==> config.mk <==
export PLATFORM = sky130hd
export DESIGN_NAME = matrix_key_scanner
export DESIGN_NICKNAME = d
export VERILOG_FILES = /design/src/rtl/matrix_key_scanner.sv
export SDC_FILE = /design/constraint.sdc
export NUM_CORES = 1
export LEC_CHECK = 0
export CAP_MARGIN = 10
export CORE_MARGIN = 3
export CORE_UTILIZATION = 39
export CTS_BUF_LIST = sky130_fd_sc_hd__clkbuf_2 sky130_fd_sc_hd__clkbuf_4 sky130_fd_sc_hd__clkbuf_8
export CTS_CLUSTER_DIAMETER = 150
export DETAILED_ROUTE_END_ITERATION = 8
export PLACE_DENSITY = 0.62
export SLEW_MARGIN = 20
export SYNTH_ARGS = -nofsm -noshare
export SYNTH_HDL_FRONTEND = slang
export SYNTH_SLANG_ARGS = --single-unit
==> constraint.sdc <==
create_clock -name clk -period 5.12 [get_ports clk]
set_input_delay 1.536 -clock clk [delete_from_list [all_inputs] [get_ports clk]]
set_output_delay 1.536 -clock clk [all_outputs]
set_load 0.03 [all_outputs]
==> src/rtl/matrix_key_scanner.sv <==
// Row-scanning keypad front end: drives one row low at a time, debounces each key
// independently and queues press/release events in a small FIFO.
module matrix_key_scanner #(
  parameter int ROWS       = 4,
  parameter int COLS       = 5,
  parameter int DWELL      = 1024,
  parameter int DEB_SCANS  = 4,
  parameter int FIFO_DEPTH = 8
) (
  input  logic                 clk,
  input  logic                 rst,
  output logic [ROWS-1:0]      row_out,
  input  logic [COLS-1:0]      col_in,
  output logic [ROWS*COLS-1:0] key_state,
  output logic                 evt_valid,
  input  logic                 evt_ready,
  output logic [7:0]           evt_code,
  output logic                 evt_press,
  output logic                 overflow
);

  localparam int unsigned KEYS = ROWS * COLS;
  localparam int KW = (KEYS > 1) ? $clog2(KEYS) : 1;
  localparam int RW = (ROWS > 1) ? $clog2(ROWS) : 1;
  localparam int CW = (COLS > 1) ? $clog2(COLS) : 1;
  localparam int DW = $clog2(DWELL);
  localparam int NW = (DEB_SCANS > 1) ? $clog2(DEB_SCANS) : 1;
  localparam int AW = $clog2(FIFO_DEPTH);

  logic [COLS-1:0] col_meta, col_sync;
  logic            running;
  logic [RW-1:0]   row_idx;
  logic [DW-1:0]   dwell;
  logic [COLS-1:0] raw;
  logic [RW-1:0]   raw_row;
  logic            raw_valid;
  logic [NW-1:0]   cnt [KEYS];

  logic          eval_en, agree, flip, sample;
  logic [KW-1:0] key;
  logic [CW-1:0] col;

  logic [7:0]    mem_code  [FIFO_DEPTH];
  logic          mem_press [FIFO_DEPTH];
  logic [AW-1:0] wp, rp;
  logic [AW:0]   count;
  logic          full, pop, push_ok;

  // running stays low for the reset cycle so rows are only driven once scanning starts
  always_comb begin
    row_out = '1;
    if (running) row_out[row_idx] = 1'b0;
  end

  // The sample latched at the end of a row is evaluated one column per cycle
  // during the first COLS cycles of the following row.
  always_comb begin
    eval_en = running && raw_valid && (dwell < DW'(COLS));
    col     = CW'(dwell);
    key     = KW'(raw_row) * KW'(COLS) + KW'(dwell);
    sample  = raw[col];
    agree   = (sample == key_state[key]);
    flip    = eval_en && !agree && (cnt[key] == NW'(DEB_SCANS - 1));
  end

  always_comb begin
    evt_valid = (count != '0);
    full      = (count == (AW+1)'(FIFO_DEPTH));
    pop       = evt_valid && evt_ready;
    push_ok   = flip && (!full || pop);
    evt_code  = evt_valid ? mem_code[rp] : '0;
    evt_press = evt_valid && mem_press[rp];
  end

  always_ff @(posedge clk) begin
    if (rst) begin
      col_meta  <= '1;
      col_sync  <= '1;
      running   <= 1'b0;
      row_idx   <= '0;
      dwell     <= '0;
      raw       <= '0;
      raw_row   <= '0;
      raw_valid <= 1'b0;
      key_state <= '0;
      for (int unsigned i = 0; i < KEYS; i++) cnt[i] <= '0;
      wp        <= '0;
      rp        <= '0;
      count     <= '0;
      overflow  <= 1'b0;
    end else begin
      col_meta <= col_in;
      col_sync <= col_meta;
      running  <= 1'b1;

      if (running) begin
        if (dwell == DW'(DWELL - 1)) begin
          dwell     <= '0;
          row_idx   <= (row_idx == RW'(ROWS - 1)) ? '0 : row_idx + 1'b1;
          raw       <= ~col_sync;
          raw_row   <= row_idx;
          raw_valid <= 1'b1;
        end else begin
          dwell <= dwell + 1'b1;
        end
      end

      if (eval_en) begin
        if (agree) begin
          cnt[key] <= '0;
        end else if (flip) begin
          key_state[key] <= ~key_state[key];
          cnt[key]       <= '0;
        end else begin
          cnt[key] <= cnt[key] + 1'b1;
        end
      end

      if (push_ok) wp <= wp + 1'b1;
      if (pop)     rp <= rp + 1'b1;
      if (flip && full && !pop) overflow <= 1'b1;

      case ({push_ok, pop})
        2'b10:   count <= count + 1'b1;
        2'b01:   count <= count - 1'b1;
        default: count <= count;
      endcase
    end
  end

  always_ff @(posedge clk) begin
    if (push_ok) begin
      mem_code[wp]  <= 8'(key);
      mem_press[wp] <= ~key_state[key];
    end
  end

endmodule

==> flow_metrics.env <==
export IMPL_wirelength_um=17900
export IMPL_synth_edf_count=112
export IMPL_cts_resized=0
export IMPL_reg2reg_slack_ps=500
export IMPL_dieHeight_um=151
export IMPL_clock_skew_ps=19.6
export IMPL_nets=754
export IMPL_status="completed"
export IMPL_final_max_slew_viol_count=0
export IMPL_total_power_mw=2.58
export IMPL_post_route_util_pct=45.6
export IMPL_wl_per_cell_um=17.8
export IMPL_gp_congestion=0.802
export IMPL_rr_startpoint="dwell[1]"
export IMPL_worstSkewPairLatency_ps=470
export IMPL_netlist_cell_type_count=58
export IMPL_netlist_area_um2=8170
export IMPL_die_area_um2=22700
export IMPL_synth_top_area_share_pct=41.2
export IMPL_avgSynthCellArea_um2=12.0
export IMPL_ys_flop_type="edfxtp_1"
export IMPL_period_minus_slack_ps=4620
export IMPL_hp_start="col_meta[4]"
export IMPL_ys_ff_latch=177
export IMPL_htreeDepth=4
export IMPL_diodes=0
export IMPL_maxCapViolations=0
export IMPL_comb_power_share_pct=4.7
export IMPL_p_sw_uw=648
export IMPL_clockRootBuffer="clkbuf_8"
export IMPL_r2r_cells=15
export IMPL_clkPwrFrac_pct=36.0
export IMPL_vias=5415
export IMPL_hold_viol=0
export IMPL_peakVddDrop_v=0.000195
export IMPL_cts_tree="done"
export IMPL_clockBufferDepth=2
export IMPL_synth_area_leaders="edfxtp_1, dfxtp_1, mux4_2"
export IMPL_core_rowCount=52
export IMPL_die_width_um=151
export IMPL_layout_commonest_cell="edfxtp_1"
export IMPL_required_ps=5520
export IMPL_hold_buffers=0
export IMPL_worstSetupStartpointType="flip-flop"
export IMPL_cp_arrival_ps=5020
export IMPL_setup_viol=0
export IMPL_syn2layout_area_growth_pct=14.0
export IMPL_finalSetupTns_ps=0
export IMPL_postSynthCellCount=681
export IMPL_coreArea_um2=20400
export IMPL_slew_headroom_pct=29.0
export IMPL_critPathCaptureType="flip-flop"
export IMPL_synth_warnings=0
export IMPL_whs_path_depth=1
export IMPL_portBuffers=39
export IMPL_power_leakage_nw=3.20
export IMPL_n_fill_cell=1867
export IMPL_seq_area_frac_synth_pct=57.1
export IMPL_post_dp_hpwl_um=12500
export IMPL_pwr_share_seq_pct=59.3
export IMPL_dp_cells=976
export IMPL_grt_pass1_wl_um=29200
export IMPL_drc=0
export IMPL_async_flop_share_pct=0
export IMPL_post_cts_buffers=0
export IMPL_criticalPathCategory="flip-flop to flip-flop"
export IMPL_grt_total_usage_pct=16.6
export IMPL_p_int_mw=1.93
export IMPL_rsz0062_at_grt="false"
export IMPL_grt_pass1_vias=5605
export IMPL_power_density_nw_per_um2=277
export IMPL_initial_utilization_pct=40.0
export IMPL_drive_above_1_share_pct=16.3
export IMPL_layout_common_cells="edfxtp_1, nand2_1, nor2_1, dfxtp_1, clkdlybuf4s50_1"
export IMPL_min_to="col_sync[4]"
export IMPL_dr_pass1_iters=5
export IMPL_worstMarginPinSlew_ps=1060
export IMPL_final_antenna_net_count=0
export IMPL_cts_buffers=17
export IMPL_path_clk_slew_ps=100
export IMPL_stdcell_count=1008
export IMPL_drt_initial_drc_count=527
export IMPL_grt_ovfl_total=0
export IMPL_worst_slack_ps=496
export IMPL_pre_cts_ws_ps=502
export IMPL_via_per_inst=5.37
export IMPL_switching_share_pct=25.1
export IMPL_synth_top_cell_by_area="edfxtp_1"
export IMPL_boundaryPins=43
export IMPL_max_freq_mhz=216
export IMPL_crit_path_max_fanout=9
export IMPL_cts_sinks=177
export IMPL_r2r_end="count[3]"
export IMPL_period_share_pct=90.3
export IMPL_grt_max_degree=40
export IMPL_hold_path_class="flip-flop to flip-flop"
export IMPL_antenna_found_initial=0
worst max-delay path by stage:
stage	start	end	slack, ps	depth (start not counted)
CTS	dwell[1]	count[3]	470	15
detailed placement	dwell[1]	count[3]	500	15
finish	dwell[1]	count[3]	500	15
global placement	dwell[1]	count[3]	680	18
floorplan	dwell[1]	count[3]	160	20
global route	dwell[1]	count[3]	180	17
metal layers:
| metal | GRT usage [%] | up-vias | routed length, um |
|---|---|---|---|
| li1 | - | 2572 | - |
| met1 | 20.5 | 2684 | 7440 |
| met2 | 28.8 | 137 | 9250 |
| met3 | 3.91 | 22 | 934 |
| met4 | 4.94 | 0 | 280 |
| met5 | 0 | - | 0 |
state kept, by name, summed over array words and instances, names as in the netlist, named ones only:
name,cells
cnt,64
col_meta,5
col_sync,5
count,4
dwell,10
key_state,20
mem_code,40
mem_press,8
overflow,1
raw,5
raw_row,2
raw_valid,1
row_idx,2
rp,3
running,1
wp,3
cell usage after synthesis, types with 2 or more instances:
master	count
and2_1	3
buf_2	3
nand3_1	10
nor2_1	92
xnor2_1	5
nor2b_1	2
a211oi_1	5
edfxtp_1	112
nor4b_1	2
nor4_1	4
clkbuf_1	31
a21oi_1	25
inv_1	16
xor2_1	10
or2_2	11
a22oi_1	2
a21o_1	2
and3_1	8
nor3b_1	4
o21ai_0	17
buf_1	3
fa_1	2
nand2_1	94
nor3_1	20
buf_4	4
buf_6	2
nand2b_1	6
mux2_2	2
o31ai_1	2
o2111ai_1	10
nand4_1	8
mux4_2	36
dfxtp_1	65
mux2i_1	21
ha_1	19
final cells by class:
| type | instances | area (um2) | area share, % |
|---|---|---|---|
| clock buffer | 17 | 234 | 2.51 |
| clock inverter | 15 | 143 | 1.53 |
| inverter | 18 | 67.6 | 0.726 |
| multi-input combinational | 444 | 3250 | 35.0 |
| sequential | 177 | 4660 | 50.1 |
| tap | 270 | 338 | 3.63 |
| timing repair buffer | 67 | 608 | 6.53 |
logic make-up after synthesis:
family,Yosys count,share of synthesized area (%)
XOR/XNOR,16,1.95
AND/OR/NAND/NOR,273,15.4
multiplexers,59,12.8
buffers and inverters,62,3.28
adder cells (fa/ha/maj),21,3.40
other,1,0.0459
AO/OA/AOI/OAI,72,6.07
flip-flops,177,57.1
metrics by stage:
stage | hold WS [ps] | instance area (um2)
after floorplan | 389 | 8170
after global placement | 397 | 8920
after detailed placement | 398 | 8920
after CTS | 414 | 9300
after global routing | 427 | 9310
final | 411 | 9310
power groups by stage:
stage,combinational [mW],sequential [mW],clock (mW)
6_report,0.121,1.53,0.929
5_1_grt,0.132,1.53,1.00
4_1_cts,0.121,1.53,0.943
3_5_place_dp,0.120,1.56,0
3_3_place_gp,0.117,1.56,0
2_1_floorplan,0.0885,1.56,0
worst max-delay path, cell delays in order, from the launching register on:
cell,delay (ps)
dfxtp_1,490
ha_1,290
ha_1,230
fa_1,790
mux4_2,610
a2bb2oi_4,220
a21oi_2,130
xnor2_4,200
nand2_1,150
ha_1,260
ha_1,290
a21o_1,180
a21oi_1,190
xnor2_1,100
or3_1,310
a21oi_1,140
(Power assumes the default switching activity.)
